[src/rtl/imm_extend_pipe_if.sv]
`default_nettype none
`timescale 1ns/1ps
// ============================================================================
// Module   : imm_extend_pipe_if
// Brief    : Request/result channel bundle for the immediate extension pipe.
//            master = requester/consumer side, slave = the extension pipe.
// Revision : 1.0 - initial release
// ============================================================================
interface imm_extend_pipe_if #(
  parameter int IN_W  = 16,
  parameter int OUT_W = 32
);

  // Request channel
  logic             in_valid;
  logic             in_ready;
  logic [IN_W-1:0]  in_data;
  logic [1:0]       in_mode;

  // Result channel
  logic             out_valid;
  logic             out_ready;
  logic [OUT_W-1:0] out_data;
  logic [1:0]       out_mode;

  modport master (
    output in_valid,
    output in_data,
    output in_mode,
    output out_ready,
    input  in_ready,
    input  out_valid,
    input  out_data,
    input  out_mode
  );

  modport slave (
    input  in_valid,
    input  in_data,
    input  in_mode,
    input  out_ready,
    output in_ready,
    output out_valid,
    output out_data,
    output out_mode
  );

endinterface
`default_nettype wire

[src/rtl/imm_extend_pipe.sv]
`default_nettype none
`timescale 1ns/1ps
// ============================================================================
// Module   : imm_extend_pipe
// Brief    : Immediate sign/zero/branch/upper extension with a two-entry
//            skid buffer on the output. The result is computed from the
//            request as it is accepted and stored, so later input changes
//            never affect a buffered result.
// Revision : 1.0 - initial release
// ============================================================================
module imm_extend_pipe #(
  parameter int IN_W     = 16,
  parameter int OUT_W    = 32,
  parameter int BR_SHIFT = 2
) (
  input  wire logic         clk,
  input  wire logic         reset_n,
  imm_extend_pipe_if.slave  bus
);

  localparam int EXT_W = OUT_W - IN_W;

  localparam logic [1:0] MODE_SEXT  = 2'b00;
  localparam logic [1:0] MODE_ZEXT  = 2'b01;
  localparam logic [1:0] MODE_BRANCH = 2'b10;

  // Buffer occupancy states
  typedef enum logic [1:0] {
    ST_EMPTY = 2'd0,
    ST_ONE   = 2'd1,
    ST_TWO   = 2'd2
  } state_t;

  state_t           state_q, state_d;
  logic             in_ready_q, in_ready_d;
  logic [OUT_W-1:0] head_data_q, head_data_d;
  logic [1:0]       head_mode_q, head_mode_d;
  logic [OUT_W-1:0] tail_data_q, tail_data_d;
  logic [1:0]       tail_mode_q, tail_mode_d;

  logic [OUT_W-1:0] sext_val;
  logic [OUT_W-1:0] zext_val;
  logic [OUT_W-1:0] branch_val;
  logic [OUT_W-1:0] upper_val;
  logic [OUT_W-1:0] ext_val;
  logic             accept;
  logic             drain;
  logic             out_valid;

  // ---------------------------------------------------------------------------
  // Extension datapath (purely a function of the request currently offered)
  // ---------------------------------------------------------------------------
  assign sext_val   = {{EXT_W{bus.in_data[IN_W-1]}}, bus.in_data};
  assign zext_val   = {{EXT_W{1'b0}}, bus.in_data};
  assign branch_val = sext_val << BR_SHIFT;
  assign upper_val  = {bus.in_data, {EXT_W{1'b0}}};

  // Select the extension flavour requested by in_mode
  always_comb begin
    ext_val = upper_val;
    case (bus.in_mode)
      MODE_SEXT:   ext_val = sext_val;
      MODE_ZEXT:   ext_val = zext_val;
      MODE_BRANCH: ext_val = branch_val;
      default:     ext_val = upper_val;
    endcase
  end

  // ---------------------------------------------------------------------------
  // Handshake qualifiers. in_ready comes straight from a flop so that the
  // request side never sees a path from out_ready.
  // ---------------------------------------------------------------------------
  assign out_valid = (state_q != ST_EMPTY);
  assign accept    = bus.in_valid & in_ready_q;
  assign drain     = out_valid & bus.out_ready;

  // Next-state and buffer update logic for the skid buffer
  always_comb begin
    state_d     = state_q;
    head_data_d = head_data_q;
    head_mode_d = head_mode_q;
    tail_data_d = tail_data_q;
    tail_mode_d = tail_mode_q;

    case (state_q)
      ST_EMPTY: begin
        if (accept) begin
          head_data_d = ext_val;
          head_mode_d = bus.in_mode;
          state_d     = ST_ONE;
        end
      end

      ST_ONE: begin
        if (accept && !drain) begin
          // Head stays put; the newcomer waits behind it
          tail_data_d = ext_val;
          tail_mode_d = bus.in_mode;
          state_d     = ST_TWO;
        end else if (accept && drain) begin
          // Head leaves on this edge, so the newcomer takes its place
          head_data_d = ext_val;
          head_mode_d = bus.in_mode;
          state_d     = ST_ONE;
        end else if (drain) begin
          state_d     = ST_EMPTY;
        end
      end

      ST_TWO: begin
        // in_ready is low here, so only a drain can change anything
        if (drain) begin
          head_data_d = tail_data_q;
          head_mode_d = tail_mode_q;
          state_d     = ST_ONE;
        end
      end

      default: begin
        state_d = ST_EMPTY;
      end
    endcase

    in_ready_d = (state_d != ST_TWO);
  end

  // State register; reset holds in_ready low so the first edge after release
  // only raises in_ready and never transfers a request
  always_ff @(posedge clk or negedge reset_n) begin
    if (!reset_n) begin
      state_q    <= ST_EMPTY;
      in_ready_q <= 1'b0;
    end else begin
      state_q    <= state_d;
      in_ready_q <= in_ready_d;
    end
  end

  // Buffer storage; cleared on reset so no stale result can be presented
  always_ff @(posedge clk or negedge reset_n) begin
    if (!reset_n) begin
      head_data_q <= '0;
      head_mode_q <= '0;
      tail_data_q <= '0;
      tail_mode_q <= '0;
    end else begin
      head_data_q <= head_data_d;
      head_mode_q <= head_mode_d;
      tail_data_q <= tail_data_d;
      tail_mode_q <= tail_mode_d;
    end
  end

  // ---------------------------------------------------------------------------
  // Outputs: the head entry is always the oldest buffered result
  // ---------------------------------------------------------------------------
  assign bus.in_ready  = in_ready_q;
  assign bus.out_valid = out_valid;
  assign bus.out_data  = head_data_q;
  assign bus.out_mode  = head_mode_q;

endmodule
`default_nettype wire

[src/flat_wrapper.sv]
// flat-port wrapper written by rule: the top's interface ports become plain ports
module imm_extend_pipe_flat 
#(
  parameter int IN_W     = 16,
  parameter int OUT_W    = 32,
  parameter int BR_SHIFT = 2
)
  (clk, reset_n, bus_in_valid, bus_in_data, bus_in_mode, bus_out_ready, bus_in_ready, bus_out_valid, bus_out_data, bus_out_mode);
  imm_extend_pipe_if #(.IN_W(IN_W), .OUT_W(OUT_W)) bus_i ();
  input  wire logic clk;
  input  wire logic reset_n;
  input wire logic [$bits(bus_i.in_valid)-1:0] bus_in_valid;
  input wire logic [$bits(bus_i.in_data)-1:0] bus_in_data;
  input wire logic [$bits(bus_i.in_mode)-1:0] bus_in_mode;
  input wire logic [$bits(bus_i.out_ready)-1:0] bus_out_ready;
  output wire logic [$bits(bus_i.in_ready)-1:0] bus_in_ready;
  output wire logic [$bits(bus_i.out_valid)-1:0] bus_out_valid;
  output wire logic [$bits(bus_i.out_data)-1:0] bus_out_data;
  output wire logic [$bits(bus_i.out_mode)-1:0] bus_out_mode;
  assign bus_i.in_valid = bus_in_valid;
  assign bus_i.in_data = bus_in_data;
  assign bus_i.in_mode = bus_in_mode;
  assign bus_i.out_ready = bus_out_ready;
  assign bus_in_ready = bus_i.in_ready;
  assign bus_out_valid = bus_i.out_valid;
  assign bus_out_data = bus_i.out_data;
  assign bus_out_mode = bus_i.out_mode;
  imm_extend_pipe #(.IN_W(IN_W), .OUT_W(OUT_W), .BR_SHIFT(BR_SHIFT)) u_core (.clk(clk), .reset_n(reset_n), .bus(bus_i));
endmodule
[config.mk]
export PLATFORM = sky130hd
export DESIGN_NAME = imm_extend_pipe_flat
export DESIGN_NICKNAME = d
export VERILOG_FILES = /design/src/rtl/imm_extend_pipe_if.sv /design/src/rtl/imm_extend_pipe.sv /design/src/flat_wrapper.sv
export SDC_FILE = /design/constraint.sdc
export NUM_CORES = 1
export LEC_CHECK = 0
export CAP_MARGIN = 20
export CORE_ASPECT_RATIO = 0.6
export CORE_MARGIN = 2
export CORE_UTILIZATION = 40
export CTS_CLUSTER_SIZE = 8
export DETAILED_ROUTE_END_ITERATION = 7
export PLACE_DENSITY = 0.71
export SLEW_MARGIN = 20
export SYNTH_ARGS = -nofsm -noshare
export SYNTH_HDL_FRONTEND = slang
export SYNTH_SLANG_ARGS = --single-unit
[constraint.sdc]
create_clock -name clk -period 5.3 [get_ports clk]
set_clock_uncertainty 0.2 [all_clocks]
set_input_delay 0.795 -clock clk [delete_from_list [all_inputs] [get_ports clk]]
set_output_delay 0.795 -clock clk [all_outputs]
set_load 0.01 [all_outputs]
==> results.toml <==
[logic_synthesis]
synth_nets = 357
synth_seq_area_share_pct = 49.3
ys_top_cells_by_area = "dfrtp_1, a31oi_1, mux2_2"
yosys.cell_types.count = 27
synth_area_leader_cell = "dfrtp_1"
syn_area_um2 = 3610
yosys.area.top_type_share_pct = 49.3
postSynthCellCount = 335
postSynthAreaPerCell_um2 = 10.8
yosys_warnings = 0
yosys_register_bits = 71

[sta]
final.setup.tns_ns = 0
setup_viol = 0
drv_slew = 0
fin_crit_sh_pct = 60.8
hold_viol = 0
worstMarginPinSlew_ns = 1.02
finalCriticalPeriod_ns = 3.22
rsz0062_at_grt = "false"
worst_slack_ns = 2.08
max_freq_mhz = 310
slew_headroom_pct = 32.0

[final_layout]
fin_cells = 492
antenna_cells = 0
final_common_cell = "dfrtp_1"
layout.nets = 397
fin_area_um2 = 4520
drive_gt1_share_pct = 15.5
areaGrowthSynthToFinish_pct = 25.2
nFillCells = 744
final_cell_mix = "dfrtp_1, a31oi_1, clkdlybuf4s50_1"

[placed_design]
dp.cells = 476
post-place-ws_ns = 1.81
port_buffers = 57
detailed_place_hpwl_mm = 5.97
gp_congestion = 0.807
place_area_um2 = 4200

[critical_path]
critical_path_class = "flip-flop to flip-flop"
r2r-start = "u_core.state_q[0]"
worst_ep_required_time_ns = 5.32
endpoint_kind = "flip-flop"
reg2reg_slack_ns = 2.08
crit_path_start = "u_core.state_q[0]"
cp_max_fo = 33
arrival_ns = 3.24
setup.worst_path.start_class = "flip-flop"

[global_routing]
grt_pass1_wl_mm = 15.0
grt_max_degree = 62
track_usage_pct = 19.5
grt_pass1_vias = 2795
antenna_found_initial = 0
overflow = 0

[power]
power_density_nw_per_um2 = 571
power.leakage_uw = 0.00179
seqPwrFrac_pct = 37.7
combPwrFrac_pct = 38.0
power_frac_clock_pct = 24.2
switchingPower_uw = 838
ir_drop_mv = 0.326
intPower_uw = 1740
swShare_pct = 32.5

[detailed_routing]
via_count = 2913
routed_wl_mm = 9.24
drc = 0
wl_per_cell_um = 18.8
vias_per_cell = 5.92
ant_nets = 0
drtIter0Drc = 356
drt_pass1_iterations = 7

[clock_network]
cts_hold_buffers = 0
h-tree-depth = 3
cts.clk_slew.worst_paths_ns = 0.06
root_buffer = "clkbuf_16"
postCtsSetupBuffers = 0
cts_buffer_depth = 2
clock_latency_ns = 0.34
cts_num_sinks = 71
numCtsBuffers = 9
post_cts_resized = 0
tritoncts = "yes"

[floorplanning]
io_pins = 58
initial_core_util_pct = 41.8
die_width_um = 127
dieArea_um2 = 9820
rows = 26
core-area_um2 = 8620
chipHeight_um = 77.6

[run_status]
status = "finished clean"

[min_path]
hold_class = "input pin to asynchronous set/reset pin"

[flow_run]
drv_cap = 0
final timing paths:
| kind | cells past startpoint | to |
|---|---|---|
| setup / recovery | 6 | u_core.bus.out_data[19] |
| hold / removal | 1 | u_core.bus.out_data[17] |
| setup reg to reg | 6 | u_core.bus.out_data[19] |
| hold reg to reg | 1 | u_core.bus.out_data[24] |
| max in group asynchronous | 2 | u_core.tail_data_q[9] |
| min in group clk | 1 | u_core.bus.out_data[24] |
worst max-delay path, cell delays in order, from the launching register on:
cell and delay [ns]:
dfrtp_1 0.65, buf_4 0.34, nor2b_2 0.16, buf_4 0.25
o31ai_4 0.67, buf_4 0.43, mux2_2 0.38
cell families (layout without fill, tap and decap cells):
kind of cell           after synthesis  count (layout)  share of synthesized area [%]
AND/OR/NAND/NOR                     87              87                           16.0
flip-flops                          71              71                           49.3
multiplexers                        47              47                           14.5
AO/OA/AOI/OAI                       89              89                           14.8
buffers and inverters               41              86                           5.48
layer usage:
metal  GRT usage (%)  routed length (um)
met3            6.07                 763
met4            6.59                 145
met1            29.0                4400
met2            26.5                3930
met5               0                   0
layout make-up:
cell class | instances | area, um2 | share of cell area [%]
clock buffer | 14 | 274 | 6.07
sequential | 71 | 1780 | 39.3
clock inverter | 2 | 37.5 | 0.831
multi-input combinational | 223 | 1640 | 36.2
tap | 112 | 140 | 3.10
timing repair buffer | 67 | 641 | 14.2
inverter | 3 | 11.3 | 0.249
stage by stage:
stage               hold WS, ns  total power (uW)  utilization [%]
floorplan                 0.254              1530                -
global placement          0.264              1930             48.8
detailed placement        0.277              1960             48.8
CTS                       0.121              2600             52.4
global route              0.123              2730             52.4
finish                    0.112              2580             52.4
cell usage after synthesis, drive strengths merged:
cell and n:
clkbuf 26, a31oi 57, mux2i 6, nand4 1, or2 2, nor3b 28, o21ai 1, inv 3
nand3 14, o22ai 1, buf 12, nand2b 17, nor2b 3, dfrtp 71, a21oi 29, and3b 2
o31ai 1, nand2 1, mux2 41, nand3b 15, and2 1, nor3 1, nor2 2
sequential cells by signal, summed over array words and instances, names as in the netlist:
name                 count
u_core.bus.in_ready      1
u_core.bus.out_data     32
u_core.tail_data_q      32
u_core.bus.out_mode      2
u_core.state_q           2
u_core.tail_mode_q       2
power groups by stage:
stage	clock network, uW	registers, uW	logic [uW]
floorplan	0	988	547
global placement	0	968	962
detailed placement	0	981	980
CTS	637	975	986
global route	658	1010	1060
finish	625	973	980
No activity file was read; power rests on OpenSTA's default activity.
